File: src/rtl/soml_frame_sequencer.sv
// soml_frame_sequencer
// Collects one SYNC-framed Y/H payload from the UART receiver into a buffer
// and verifies its XOR checksum. It then starts the SOML decoder, replays
// Y and H in load order, waits (with a timeout) for the decoder result, and
// returns the result or an error code byte-by-byte through the UART
// transmitter handshake.
module soml_frame_sequencer #(
  parameter int         N           = 32,
  parameter logic [7:0] SYNC_BYTE   = 8'hA5,
  parameter int         DEC_TIMEOUT = 4096,
  parameter logic [7:0] ERR_CKSUM   = 8'hEE,
  parameter logic [7:0] ERR_TMO     = 8'hEF
) (
  input  logic         clk,
  input  logic         rst,
  input  logic         rx_data_ready,
  input  logic [7:0]   rx_data,
  input  logic         tx_busy,
  output logic         tx_start,
  output logic [7:0]   tx_data,
  output logic         dec_start,
  output logic         H_in_valid,
  output logic [N-1:0] H_in_r,
  output logic [N-1:0] H_in_i,
  output logic         Y_in_valid,
  output logic [N-1:0] Y_in_r,
  output logic [N-1:0] Y_in_i,
  input  logic         dec_out_valid,
  input  logic [11:0]  dec_signal,
  input  logic [4:0]   dec_smin_index,
  output logic         busy,
  output logic         frame_err,
  output logic         timeout_err
);

  localparam int            CW       = $clog2(DEC_TIMEOUT + 1);
  localparam logic [CW-1:0] TMO_LAST = CW'(DEC_TIMEOUT - 1);

  typedef enum logic [3:0] {
    S_IDLE, S_RECV, S_CKSUM, S_START, S_GAP,
    S_SEND_Y, S_SEND_H, S_WAIT, S_TX, S_TX_ERR
  } state_t;

  state_t        state_r;
  logic [7:0]    byte_cnt_r;
  logic [23:0]   word_r;
  logic [7:0]    cksum_r;
  logic [4:0]    idx_r;
  logic [CW-1:0] wait_cnt_r;
  logic [11:0]   sig_r;
  logic [4:0]    smin_r;
  logic [7:0]    err_code_r;
  logic [1:0]    tx_idx_r;
  logic          tx_hold_r;
  logic [N-1:0]  buf_r [0:47];

  logic          buf_we_s;
  logic [5:0]    buf_waddr_s;
  logic [5:0]    rd_addr_s;
  logic [N-1:0]  rd_re_s;
  logic [N-1:0]  rd_im_s;
  logic [1:0]    tx_total_s;
  logic [7:0]    tx_byte_s;

  // Select the response byte for the current transmit slot.
  function automatic logic [7:0] tx_byte_f(input logic       is_err,
                                           input logic [1:0] idx,
                                           input logic [11:0] sig,
                                           input logic [4:0] smin,
                                           input logic [7:0] err);
    logic [7:0] b;
    if (is_err) begin
      b = err;
    end else begin
      case (idx)
        2'd0:    b = {4'h0, sig[11:8]};
        2'd1:    b = sig[7:0];
        2'd2:    b = {3'b000, smin};
        default: b = 8'h00;
      endcase
    end
    return b;
  endfunction

  // Buffer write strobe, replay read address and per-state byte count.
  always_comb begin
    buf_we_s    = 1'b0;
    buf_waddr_s = 6'd0;
    rd_addr_s   = 6'd0;
    tx_total_s  = 2'd0;
    if ((state_r == S_RECV) && rx_data_ready && (byte_cnt_r[1:0] == 2'b11)) begin
      buf_we_s    = 1'b1;
      buf_waddr_s = byte_cnt_r[7:2];
    end else begin
      buf_we_s    = 1'b0;
      buf_waddr_s = 6'd0;
    end
    case (state_r)
      S_SEND_Y: begin
        // After the last Y word the read port already fetches H[0][0].
        if (idx_r == 5'd8) begin
          rd_addr_s = 6'd16;
        end else begin
          rd_addr_s = {idx_r, 1'b0};
        end
      end
      S_SEND_H: begin
        if (idx_r == 5'd16) begin
          rd_addr_s = 6'd0;
        end else begin
          rd_addr_s = 6'd16 + {idx_r, 1'b0};
        end
      end
      default: rd_addr_s = 6'd0;
    endcase
    case (state_r)
      S_TX:     tx_total_s = 2'd3;
      S_TX_ERR: tx_total_s = 2'd1;
      default:  tx_total_s = 2'd0;
    endcase
  end

  assign rd_re_s   = buf_r[rd_addr_s];
  assign rd_im_s   = buf_r[rd_addr_s + 6'd1];
  assign tx_byte_s = tx_byte_f(state_r == S_TX_ERR, tx_idx_r, sig_r, smin_r, err_code_r);

  // Store each completed 32-bit payload word; contents need no reset.
  always_ff @(posedge clk) begin
    if (buf_we_s) begin
      buf_r[buf_waddr_s] <= {word_r, rx_data};
    end
  end

  // Main sequencer: receive, check, replay to decoder, wait, respond.
  always_ff @(posedge clk or posedge rst) begin
    if (rst) begin
      state_r     <= S_IDLE;
      byte_cnt_r  <= 8'd0;
      word_r      <= 24'd0;
      cksum_r     <= 8'd0;
      idx_r       <= 5'd0;
      wait_cnt_r  <= '0;
      sig_r       <= 12'd0;
      smin_r      <= 5'd0;
      err_code_r  <= 8'd0;
      tx_idx_r    <= 2'd0;
      tx_hold_r   <= 1'b0;
      tx_start    <= 1'b0;
      tx_data     <= 8'd0;
      dec_start   <= 1'b0;
      H_in_valid  <= 1'b0;
      H_in_r      <= '0;
      H_in_i      <= '0;
      Y_in_valid  <= 1'b0;
      Y_in_r      <= '0;
      Y_in_i      <= '0;
      busy        <= 1'b0;
      frame_err   <= 1'b0;
      timeout_err <= 1'b0;
    end else begin
      dec_start <= 1'b0;
      case (state_r)
        S_IDLE: begin
          if (rx_data_ready && (rx_data == SYNC_BYTE)) begin
            state_r     <= S_RECV;
            busy        <= 1'b1;
            frame_err   <= 1'b0;
            timeout_err <= 1'b0;
            byte_cnt_r  <= 8'd0;
            cksum_r     <= 8'd0;
          end
        end
        S_RECV: begin
          if (rx_data_ready) begin
            word_r  <= {word_r[15:0], rx_data};
            cksum_r <= cksum_r ^ rx_data;
            if (byte_cnt_r == 8'd191) begin
              byte_cnt_r <= 8'd0;
              state_r    <= S_CKSUM;
            end else begin
              byte_cnt_r <= byte_cnt_r + 8'd1;
            end
          end
        end
        S_CKSUM: begin
          if (rx_data_ready) begin
            if (rx_data == cksum_r) begin
              dec_start <= 1'b1;
              state_r   <= S_START;
            end else begin
              frame_err  <= 1'b1;
              err_code_r <= ERR_CKSUM;
              tx_data    <= ERR_CKSUM;
              tx_idx_r   <= 2'd0;
              tx_hold_r  <= 1'b0;
              state_r    <= S_TX_ERR;
            end
          end
        end
        S_START: begin
          state_r <= S_GAP;
        end
        S_GAP: begin
          Y_in_valid <= 1'b1;
          Y_in_r     <= rd_re_s;
          Y_in_i     <= rd_im_s;
          idx_r      <= 5'd1;
          state_r    <= S_SEND_Y;
        end
        S_SEND_Y: begin
          if (idx_r == 5'd8) begin
            Y_in_valid <= 1'b0;
            H_in_valid <= 1'b1;
            H_in_r     <= rd_re_s;
            H_in_i     <= rd_im_s;
            idx_r      <= 5'd1;
            state_r    <= S_SEND_H;
          end else begin
            Y_in_r <= rd_re_s;
            Y_in_i <= rd_im_s;
            idx_r  <= idx_r + 5'd1;
          end
        end
        S_SEND_H: begin
          if (idx_r == 5'd16) begin
            H_in_valid <= 1'b0;
            wait_cnt_r <= '0;
            state_r    <= S_WAIT;
          end else begin
            H_in_r <= rd_re_s;
            H_in_i <= rd_im_s;
            idx_r  <= idx_r + 5'd1;
          end
        end
        S_WAIT: begin
          // A result arriving on the final allowed cycle still wins.
          if (dec_out_valid) begin
            sig_r     <= dec_signal;
            smin_r    <= dec_smin_index;
            tx_idx_r  <= 2'd0;
            tx_hold_r <= 1'b0;
            state_r   <= S_TX;
          end else if (wait_cnt_r == TMO_LAST) begin
            timeout_err <= 1'b1;
            err_code_r  <= ERR_TMO;
            tx_data     <= ERR_TMO;
            tx_idx_r    <= 2'd0;
            tx_hold_r   <= 1'b0;
            state_r     <= S_TX_ERR;
          end else begin
            wait_cnt_r <= wait_cnt_r + CW'(1);
          end
        end
        S_TX, S_TX_ERR: begin
          // tx_busy is ignored for one cycle after each pulse, since the
          // transmitter may not have raised it yet.
          if (tx_start) begin
            tx_start  <= 1'b0;
            tx_hold_r <= 1'b1;
          end else if (tx_hold_r) begin
            tx_hold_r <= 1'b0;
          end else if (!tx_busy) begin
            if (tx_idx_r == tx_total_s) begin
              busy    <= 1'b0;
              state_r <= S_IDLE;
            end else begin
              tx_start <= 1'b1;
              tx_data  <= tx_byte_s;
              tx_idx_r <= tx_idx_r + 2'd1;
            end
          end
        end
        default: begin
          tx_start   <= 1'b0;
          Y_in_valid <= 1'b0;
          H_in_valid <= 1'b0;
          busy       <= 1'b0;
          state_r    <= S_IDLE;
        end
      endcase
    end
  end

endmodule

File: config.mk
export PLATFORM = sky130hd
export DESIGN_NAME = soml_frame_sequencer
export DESIGN_NICKNAME = d
export VERILOG_FILES = /design/src/rtl/soml_frame_sequencer.sv
export SDC_FILE = /design/constraint.sdc
export NUM_CORES = 2
export LEC_CHECK = 0
export CORE_AREA = 4 4 276 481
export DETAILED_ROUTE_END_ITERATION = 8
export DIE_AREA = 0 0 280 485
export PLACE_DENSITY_LB_ADDON = 0.08
export SYNTH_ARGS = -nofsm -noshare
export SYNTH_HDL_FRONTEND = slang
export SYNTH_SLANG_ARGS = --single-unit
export TNS_END_PERCENT = 10
File: constraint.sdc
create_clock -name clk -period 9.2 [get_ports clk]
set_input_delay 0.92 -clock clk [delete_from_list [all_inputs] [get_ports clk]]
set_output_delay 0.92 -clock clk [all_outputs]
set_load 0.05 [all_outputs]
==> impl_results.md <==
- CTS tree: yes
- Syn Nets: 4639
- Post-CTS Setup Bufs: 0
- Startpoint class of the critical path: input port
- Post-cts resize count: 0
- Clock sink total: 1763
- Busiest grt layer: met2
- Crit path DAT: 6130 ps
- Slew @ Worst Pin: around 1300 ps
- Critical Path Sink Type: flop
- Site Rows: 174
- Root Buffer Master: clkbuf_16
- I/O Buffers: 172
- Post-Syn Area: a little over 70000 sq um
- Seq cells post-synth: ~1800
- Max incr delay on CP: 1280 ps
- Post-DP Area: 74160 sq um
- Cts hold-fix bufs: 0
- Multi-input combinational cell area: 17580 sq um
- Tcrit/Tclk final: between 60% and 70%
- I/O pins: 173
- Hold/Removal Path Class: flop to flop
- Global Route Usage Sum: ~31%
- Detailed-route via count: 43720
- Start-to-end type of the worst setup path: input port to flop
- Fraction of registers with async set/reset: around an eighth
- WL final: 209.0 mm
- DRC viols: 0
- Clock share of power: 25.5%
- Num CTS Buffers: 154
- Min Tclk post-route: roughly 5700 ps
- CTS HTree Levels: 4
- # fillers: 9581
- Starting DRT DRC Count: 4782
- Synth top area cells: edfxtp_1 65%, dfrtp_1 8.1%, a2bb2oi_1 2.5%
- Seq/Total Area, Yosys: 73.48%
- Post-synth top area cell: edfxtp_1
- Fmax: between 150 and 200 MHz
- Post-Syn Area per Cell: 15.33 sq um
- Critical path, cell by cell: buf_2 -> buf_4 -> or4b_4 -> o41ai_4 -> nand2_2 -> nor2_4 -> nand4_1 -> nor2_4
- Fraction of layout cells with a size suffix above 1: 13.30%
- Die ar.: 135800 sq um
- Post-DP HPWL: 117.7 mm
- Crit path max fanout: 53
- Grt met1 use: 41.71%
- Most used DFF post-synth: edfxtp_1
- Switching power: between 9000 and 10000 uW
- Global route overflow: 0
- TritonRoute pass-1 iters: 6
- Sw Share: 38.48%
- Share of the synthesized area in the top cell type: around 65%
- Die H: 485 um
- Final #Nets: 4692
- Hold Fails Final Rpt: 0
- Worst EP required: 9600 ps
- Layout Skew: 34.02 ps
- GR Util met2: 49.57%
- Worst-path clk slew: 60 ps
- Clock buffer depth: 3
- Pint: approximately 15000 uW
- Post-synth EDFFs: 1536
- CORE AREA: 128700 sq um
- First-pass GRT wire length: just over 300 mm
- GRT met3 Usage: 4.955%
- Initial antenna violation count: 12
- Antenna-violating nets left: 0
- Area grow syn2layout: 12.14%
- Die W: between 200 and 300 um
- Largest net degree at the start of global routing: 170
- Power share of the sequential group: 39.7%
- Commonest non-fill, non-tap cell in the layout: edfxtp_1
- Most used cell, CP: nor2_4
- CP max stage cell: nor2_4
- Slew Viols, Final: 0
- RSZ-0062 raised after global routing: no
- Slew HR: 13.61%
- Vias in the first global route: between 40000 and 50000
- Sequential cell area: 51830 sq um
- RePlAce Congestion: 0.8423
- Outcome: finished, final reports clean
- Max-Cap Viols: 0
- Synth warn: 0
- Design Area, Final: 79060 sq um
- Worst vdd ir: 0.3761 mV
- Initial Utilization: between 50 and 60%
- Comb pwr share: 34.8%
- DR WL/cell: between 30 and 40 um
- Leak: 0.02582 uW
- Via density: 6.772
- Highest-count cells in the layout ignoring fill and taps: 1536 x edfxtp_1, 239 x o22ai_1, 207 x dfrtp_1
- Post-Syn Instances: 4600
- Setup TNS after final layout: 0 ps
- # setup viols final: 0
- Clock Latency Late Sink: slightly below 800 ps
- Pwr dens: 315.6 nW/um^2
- Unique masters post-synth: 79
==> synthesized netlist by cell type (41+ instances only) <==
master,instances
nand2_1,133
nand2b_1,72
o22ai_1,239
o221ai_1,105
a211oi_1,94
o31ai_1,110
nor3_1,92
mux2i_1,109
buf_2,82
o221a_2,65
edfxtp_1,1536
clkbuf_1,255
dfrtp_1,227
nor2_1,228
a21o_1,42
and3_1,62
mux2_2,133
a21oi_1,175
o21ai_0,137
a2111oi_0,43
a2bb2oi_1,205
nor2b_1,72
o311a_1,41
o311ai_0,56
==> path summary, 6_finish.rpt <==
check / from / endpoint / slack [ps] / depth (start not counted)
min: err_code_r[6] / err_code_r[6] / 480 / 1
min in group asynchronous: rst / sig_r[9] / 590 / 2
min reg2reg: err_code_r[6] / err_code_r[6] / 480 / 1
max in group asynchronous: rst / H_in_r[15] / 7120 / 3
max: rx_data[5] / buf_r[36][23] / 3480 / 8
max reg2reg: state_r[0] / buf_r[36][23] / 3720 / 6
==> power groups by stage <==
stage / Combinational (uW) / Sequential (uW) / Clock [uW]
5_1_grt: 9100 / 9930 / 6780
3_5_place_dp: 8600 / 10000 / 0
4_1_cts: 8630 / 9890 / 6450
2_1_floorplan: 4380 / 10700 / 0
6_report: 8680 / 9900 / 6370
3_3_place_gp: 8510 / 10000 / 0
==> worst max-delay path, delay by kind of cell <==
| kind | cells | cell delay, ps |
|---|---|---|
| simple gates | 5 | 4010 |
| buf+inv | 2 | 700 |
| compound gates | 1 | 380 |
==> sequential cells by signal, indices dropped and copies added, names as in the netlist, 12 cells and up <==
register	cells
buf_r	1536
H_in_i	32
H_in_r	32
Y_in_i	32
Y_in_r	32
word_r	24
wait_cnt_r	13
sig_r	12
==> final cells by class <==
cell class,count,share of cell area [%]
diodes,1,0.003165
repair buffers,275,3.247
multi-input cells,2440,22.24
clock buffers,215,5.398
well taps,1672,2.646
inverters,19,0.1029
clock inverters,70,0.8024
flip-flops and latches,1763,65.56
==> routing by layer <==
layer	share of wire (%)	vias up
li1	-	18670
met1	38	22390
met2	49	2255
met3	8.7	399
met4	4.5	2
met5	0.021	-
==> stage by stage <==
stage	utilization (%)	std cells	hold WS, ps	worst slack (ps)	total power [uW]
2_1_floorplan	-	4600	441.8	2060	15120
6_report	61.45	6455	483.4	3476	24960
3_3_place_gp	57.64	6169	463.0	2834	18560
4_1_cts	61.45	6454	480.5	3582	24970
3_5_place_dp	57.64	6169	463.6	2736	18640
5_1_grt	61.45	6455	517.2	3288	25810
==> logic make-up after synthesis <==
logic type      after synthesis  synth area share, %
simple gates                760                5.395
buf+inv                     397                2.286
mux                         242                3.672
compound gates             1408                14.74
flops                      1763                73.48
xor+xnor                     21               0.2715
fa+ha+maj                     9               0.1597
Power figures use the tool's default switching activity.
